--- src/rtl/soc_lsu_pkg.sv ---
// Shared types and helpers for the load/store unit: access sizes, FSM states,
// byte-count/lane-mask helpers and the store-data lane rotation.
package soc_lsu_pkg;

  typedef enum logic [1:0] {
    BYTE = 2'b00,
    HALF = 2'b01,
    WORD = 2'b10,
    RSVD = 2'b11
  } lsu_size_e;

  typedef enum logic [1:0] {
    IDLE  = 2'b00,
    BEAT1 = 2'b01,
    RESP  = 2'b10
  } lsu_state_e;

  function automatic logic [2:0] lsu_bytes(input lsu_size_e size);
    logic [2:0] n;
    case (size)
      BYTE:    n = 3'd1;
      HALF:    n = 3'd2;
      WORD:    n = 3'd4;
      default: n = 3'd0;
    endcase
    return n;
  endfunction

  // Bits [3:0] are the first word's lanes, bits [7:4] spill into the next word.
  function automatic logic [7:0] lsu_mask8(input lsu_size_e size, input logic [1:0] off);
    logic [7:0] base;
    base = 8'((9'd1 << lsu_bytes(size)) - 9'd1);
    return base << off;
  endfunction

  function automatic logic [31:0] lsu_rotl(input logic [31:0] data, input logic [1:0] off);
    logic [31:0] r;
    case (off)
      2'd0:    r = data;
      2'd1:    r = {data[23:0], data[31:24]};
      2'd2:    r = {data[15:0], data[31:16]};
      default: r = {data[7:0],  data[31:8]};
    endcase
    return r;
  endfunction

endpackage

--- src/rtl/soc_lsu_align.sv ---
// Load data assembly: merges the held first beat with the current beat for
// split accesses, trims to the access size and sign/zero-extends.
module soc_lsu_align
  import soc_lsu_pkg::*;
(
  input  logic [31:0] i_rvalue,
  input  logic [31:0] i_hold,
  input  logic        i_split,
  input  logic [1:0]  i_off,
  input  lsu_size_e   i_size,
  input  logic        i_unsigned,
  output logic [31:0] o_data
);

  logic [31:0] w_raw;

  // Lanes below 4-off were delivered by the first beat of a split access.
  always_comb begin
    w_raw = i_rvalue;
    for (int j = 0; j < 4; j++) begin
      if (i_split && ((3'(j) + {1'b0, i_off}) < 3'd4)) begin
        w_raw[8*j +: 8] = i_hold[8*j +: 8];
      end
    end
  end

  always_comb begin
    o_data = w_raw;
    case (i_size)
      BYTE:    o_data = i_unsigned ? {24'b0, w_raw[7:0]}  : {{24{w_raw[7]}},  w_raw[7:0]};
      HALF:    o_data = i_unsigned ? {16'b0, w_raw[15:0]} : {{16{w_raw[15]}}, w_raw[15:0]};
      default: o_data = w_raw;
    endcase
  end

endmodule

--- src/rtl/soc_lsu.sv ---
// Load/store unit: turns core requests into SoC bus beats and returns aligned data.
// Define SOC_LSU_MISALIGNED_EN to split word-crossing accesses into two beats.
module soc_lsu
  import soc_lsu_pkg::*;
(
  input  logic        clk_i,
  input  logic        rst_ni,
  input  logic        req_valid_i,
  output logic        req_ready_o,
  input  logic        req_we_i,
  input  logic [1:0]  req_size_i,
  input  logic        req_unsigned_i,
  input  logic [31:0] req_addr_i,
  input  logic [31:0] req_wdata_i,
  output logic        rsp_valid_o,
  output logic [31:0] rsp_rdata_o,
  output logic        rsp_err_o,
  output logic        bus_enable_o,
  output logic [3:0]  bus_wstrb_o,
  output logic [31:0] bus_addr_o,
  output logic [31:0] bus_addr_prev_o,
  output logic [31:0] bus_wvalue_o,
  input  logic [31:0] bus_rvalue_i
);

  lsu_state_e  r_state, w_next;
  logic [31:0] r_addr, r_addr_prev;
  lsu_size_e   r_size;
  logic        r_we, r_unsigned, r_err;

  lsu_size_e   w_req_size;
  logic [7:0]  w_req_mask8;
  logic        w_req_cross, w_req_err, w_hs;
  logic [31:0] w_hold, w_load_data;
  logic        w_split;

  assign w_req_size  = lsu_size_e'(req_size_i);
  assign w_req_mask8 = lsu_mask8(w_req_size, req_addr_i[1:0]);
  assign w_req_cross = |w_req_mask8[7:4];
  assign w_hs        = req_valid_i && (r_state == IDLE);

`ifdef SOC_LSU_MISALIGNED_EN
  logic [31:0] r_hold, r_wdata;
  logic [3:0]  r_strb1;

  assign w_req_err = (w_req_size == RSVD);
  assign w_hold    = r_hold;
  assign w_split   = |r_strb1;

  // Second-beat context, plus the first beat's data arriving during BEAT1.
  always_ff @(posedge clk_i or negedge rst_ni) begin
    if (!rst_ni) begin
      r_hold  <= '0;
      r_wdata <= '0;
      r_strb1 <= '0;
    end else begin
      if (w_hs) begin
        r_wdata <= req_wdata_i;
        r_strb1 <= w_req_mask8[7:4];
      end
      if (r_state == BEAT1) r_hold <= bus_rvalue_i;
    end
  end
`else
  assign w_req_err = (w_req_size == RSVD) || w_req_cross;
  assign w_hold    = '0;
  assign w_split   = 1'b0;
`endif

  always_ff @(posedge clk_i or negedge rst_ni) begin
    if (!rst_ni) begin
      r_state     <= IDLE;
      r_addr_prev <= '0;
      r_addr      <= '0;
      r_size      <= BYTE;
      r_we        <= 1'b0;
      r_unsigned  <= 1'b0;
      r_err       <= 1'b0;
    end else begin
      r_state     <= w_next;
      r_addr_prev <= bus_addr_o;
      if (w_hs) begin
        r_addr     <= req_addr_i;
        r_size     <= w_req_size;
        r_we       <= req_we_i;
        r_unsigned <= req_unsigned_i;
        r_err      <= w_req_err;
      end
    end
  end

  assign bus_addr_prev_o = r_addr_prev;

  soc_lsu_align u_align (
    .i_rvalue   (bus_rvalue_i),
    .i_hold     (w_hold),
    .i_split    (w_split),
    .i_off      (r_addr[1:0]),
    .i_size     (r_size),
    .i_unsigned (r_unsigned),
    .o_data     (w_load_data)
  );

  // Beat0 goes out combinationally in the handshake cycle; rejected requests issue no beat.
  always_comb begin
    w_next       = r_state;
    req_ready_o  = 1'b0;
    bus_enable_o = 1'b0;
    bus_wstrb_o  = 4'b0;
    bus_addr_o   = r_addr;
    bus_wvalue_o = '0;
    rsp_valid_o  = 1'b0;
    rsp_err_o    = 1'b0;
    rsp_rdata_o  = '0;
    unique case (r_state)
      IDLE: begin
        req_ready_o  = 1'b1;
        bus_addr_o   = req_addr_i;
        bus_wvalue_o = lsu_rotl(req_wdata_i, req_addr_i[1:0]);
        if (req_valid_i) begin
          w_next = RESP;
          if (!w_req_err) begin
            bus_enable_o = 1'b1;
            bus_wstrb_o  = req_we_i ? w_req_mask8[3:0] : 4'b0;
`ifdef SOC_LSU_MISALIGNED_EN
            if (w_req_cross) w_next = BEAT1;
`endif
          end
        end
      end
`ifdef SOC_LSU_MISALIGNED_EN
      BEAT1: begin
        bus_enable_o = 1'b1;
        bus_addr_o   = r_addr + 32'd4;
        bus_wstrb_o  = r_we ? r_strb1 : 4'b0;
        bus_wvalue_o = lsu_rotl(r_wdata, r_addr[1:0]);
        w_next       = RESP;
      end
`endif
      RESP: begin
        rsp_valid_o = 1'b1;
        rsp_err_o   = r_err;
        rsp_rdata_o = (r_we || r_err) ? '0 : w_load_data;
        w_next      = IDLE;
      end
      default: w_next = IDLE;
    endcase
  end

endmodule

--- config.mk ---
export PLATFORM = sky130hd
export DESIGN_NAME = soc_lsu
export DESIGN_NICKNAME = d
export VERILOG_FILES = /design/src/rtl/soc_lsu_pkg.sv /design/src/rtl/soc_lsu_align.sv /design/src/rtl/soc_lsu.sv
export SDC_FILE = /design/constraint.sdc
export NUM_CORES = 1
export LEC_CHECK = 0
export CAP_MARGIN = 20
export CORE_ASPECT_RATIO = 1.25
export CORE_UTILIZATION = 42
export DETAILED_ROUTE_END_ITERATION = 7
export PLACE_DENSITY_LB_ADDON = 0.3
export SETUP_SLACK_MARGIN = 0.15
export SYNTH_ARGS = -nofsm -noshare
export SYNTH_HDL_FRONTEND = slang
export SYNTH_SLANG_ARGS = --single-unit
--- constraint.sdc ---
create_clock -name clk_i -period 3.4 [get_ports clk_i]
set_input_delay 0.68 -clock clk_i [delete_from_list [all_inputs] [get_ports clk_i]]
set_output_delay 0.68 -clock clk_i [all_outputs]
set_load 0.05 [all_outputs]
==> run_results.csv <==
group,metric,value,unit
outcome,status,"complete, no violations",
routing,via_count,3926,
hold_path,hold_path_class,"input pin to asynchronous set/reset pin",
final_layout,nets,729,
die,start_util,0.4370,
synthesis,synth-main-ff-cell,"dfrtp_1",
worst_setup_path,cp_max_fo,6,
routing,drtPass1Iterations,4,
clock_tree,clk_pin_slew_worst_paths,0.06,ns
synthesis,async_flop_share,1.000,
job,maxCapViolations,0,
worst_setup_path,cp_cell_sequence,"clkdlybuf4s50_1 -> inv_1 -> ha_1 -> nor4_4 -> nor2_4 -> a2111oi_4 -> buf_6",
clock_tree,clockRootBuffer,"clkbuf_16",
timing,setup_viol,0,
worst_setup_path,crit_slowest_cell,"clkdlybuf4s50_1",
global_route,antenna_found_initial,0,
global_route,grt_overflow,0,
final_layout,drive_gt1_frac,0.3477,
worst_setup_path,crit_cells,7,
worst_setup_path,critical_path.n_buffers_inverters,3,
clock_tree,cts_setup_buffers,0,
power,p_leak,3.129,nW
worst_setup_path,max_stage_delay,0.51,ns
synthesis,synthCells,393,
die,die_x,91.90,um
worst_setup_path,cp-startpoint,"req_size_i[1]",
clock_tree,hold_buffers,0,
timing,tightestPinTransition,1.043,ns
die,io_pins,239,
place,portBuffers,238,
clock_tree,htreeDepth,3,
global_route,grt_max_degree,41,
timing,finClkSkew,0.003489,ns
synthesis,syn_area,4243,sq um
final_layout,post-route-cell-area,7236,sq um
worst_setup_path,crit_required,2.72,ns
routing,drc_errors,0,
final_layout,antenna_cells,0,
clock_tree,cts_tree,"done",
synthesis,ys_ff_latch,70,
timing,min_period,3.155,ns
synthesis,avgSynthCellArea,10.80,sq um
worst_setup_path,cp-endpoint,"bus_wstrb_o[2]",
worst_setup_path,endpoint_kind,"output port",
place,dpl-instance-area,6845,sq um
synthesis,synthDistinctLibCells,30,
timing,finalCritPeriodShare,0.9280,
timing,finalSetupTns,0,ns
clock_tree,clkLatencyLatePin,0.33,ns
routing,vias_per_cell,5.214,
worst_setup_path,reg2reg_depth,5,
timing,final_max_slew_viol_count,0,
routing,drt-initial-drc-count,202,
die,die_h,114.4,um
worst_setup_path,worstSetupStartpointType,"input pin",
timing,finalHoldViolCount,0,
synthesis,synth_edf_count,0,
final_layout,area.growth.synth_to_final,70.54,%
synthesis,syn_nets,500,
power,power_density,469.0,nW/um^2
timing,max_freq,0.3169,GHz
timing,rsz0062_at_grt,"no",
worst_setup_path,worstReg2RegStart,"r_state[1]",
clock_tree,cts_made_buffers,9,
place,dp.cells,737,
timing,relSlewSlack,0.3044,
final_layout,instances_no_fill,753,
worst_setup_path,crit_family,"buffers and inverters",
global_route,grt_first_pass_wirelength,19770,um
die,rows,40,
global_route,grt_pass1_vias,3866,
worst_setup_path,reg2reg_to,"r_err",
synthesis,ys_warn_count,0,
die,die-area,10510,sq um
routing,ant_nets,0,
clock_tree,clockBufferDepth,2,
die,core_area,9709,sq um
synthesis,ys_seq_area_frac,0.4129,
worst_setup_path,critPathArrivalTime,2.48,ns
routing,wl_per_cell,16.83,um
power,p_total,3.394,mW
place,dpl.hpwl,9539,um
power,vdd_ir_drop_max,0.5210,mV
worst_setup_path,regToRegSetupSlack,1.60,ns
worst_setup_path,critPathKind,"input pin to output port",
global_route,track_usage,0.2415,
place,gp_congestion,0.7791,
routing,drt-total-wl,12680,um
clock_tree,clock_sinks,70,
==> where the power goes <==
part,total (mW),switching (mW),internal (mW)
sequential,0.990,0.0563,0.934
clock,1.03,0.344,0.686
combinational,1.37,0.840,0.534
==> sequential cells by signal, summed over array words and instances (netlist names) <==
signal           flops
bus_addr_prev_o     32
r_state              1
r_we                 1
r_addr              32
r_size               2
r_unsigned           1
r_err                1
==> routing by layer <==
metal / GRT usage / wire length (um) / vias to the layer above
li1: - / - / 1811
met1: 0.2767 / 4728 / 1920
met2: 0.4338 / 6679 / 173
met3: 0.06441 / 1016 / 22
met4: 0.08438 / 251 / 0
met5: 0 / 0 / -
==> what timing repair did <==
item	4_1_cts	5_1_grt
endpoints found under the hold margin	0	0
endpoints found under the setup margin	2	4
pin swaps	1	2
gates resized for setup	1	9
==> Yosys cell counts, types with 2 or more instances <==
library cell	instances	share of area
nor3_1	6	0.0071
a2111oi_2	2	0.0071
inv_1	3	0.0027
o21ai_0	12	0.014
nor4_1	2	0.0029
dfrtp_1	70	0.41
nand2_1	103	0.091
ha_1	4	0.012
nand2b_1	4	0.0059
a21oi_1	9	0.011
buf_6	5	0.013
nor2_1	3	0.0027
buf_2	9	0.011
and2_1	41	0.060
nor2b_1	17	0.025
nor3_2	12	0.028
clkbuf_1	11	0.0097
mux2_2	33	0.088
buf_4	5	0.0088
mux4_2	32	0.17
==> logic make-up after synthesis <==
logic type | share of synthesized area
multiplexers | 0.2574
AO/OA/AOI/OAI | 0.03952
AND/OR/NAND/NOR | 0.2309
flip-flops | 0.4129
adder cells (fa/ha/maj) | 0.01180
buffers and inverters | 0.04748
==> layout by cell type, fill, tap and decap left out, types with 2 or more instances in the layout <==
cell | synthesis | final
a2111oi_4 | 0 | 2
a21oi_1 | 9 | 9
bufinv_16 | 0 | 2
o21ai_0 | 12 | 12
clkbuf_8 | 0 | 2
buf_2 | 9 | 3
nor2_1 | 3 | 2
buf_12 | 0 | 34
nor3_2 | 12 | 12
and2_1 | 41 | 41
clkbuf_16 | 0 | 9
nor4_2 | 1 | 2
clkdlybuf4s50_1 | 0 | 132
mux4_2 | 32 | 32
nand2b_1 | 4 | 4
nor2b_1 | 17 | 16
ha_1 | 4 | 3
dfrtp_1 | 70 | 70
nor3_1 | 6 | 6
nand2_1 | 103 | 103
buf_6 | 5 | 2
inv_1 | 3 | 3
buf_4 | 5 | 76
mux2_2 | 33 | 33
==> through the flow <==
| step | hold WS [ns] | utilization | setup WS, ns |
|---|---|---|---|
| 2_1_floorplan | 0.3844 | - | 0.2557 |
| 3_3_place_gp | 0.4523 | 0.7050 | 0.2214 |
| 3_5_place_dp | 0.4609 | 0.7050 | 0.1279 |
| 4_1_cts | 0.3578 | 0.7397 | 0.1559 |
| 5_1_grt | 0.4048 | 0.7452 | 0.1377 |
| 6_report | 0.3518 | 0.7452 | 0.2447 |
==> area by class of cell <==
class                   instances  area (sq um)
clock buffers                  12         256.5
clock inverters                 4         77.57
fillers                       657          2474
inverters                       5         21.27
multi-input cells             288          2349
flip-flops and latches         70          1752
well taps                     126         157.7
repair buffers                248          2623
==> worst min-delay path by stage <==
stage | to | cells past startpoint
CTS | r_addr[18] | 1
global route | bus_addr_prev_o[17] | 1
global placement | r_addr[25] | 2
floorplan | bus_addr_prev_o[0] | 0
finish | bus_addr_prev_o[17] | 1
detailed placement | r_addr[9] | 2
No activity file was read; power rests on OpenSTA's default activity.
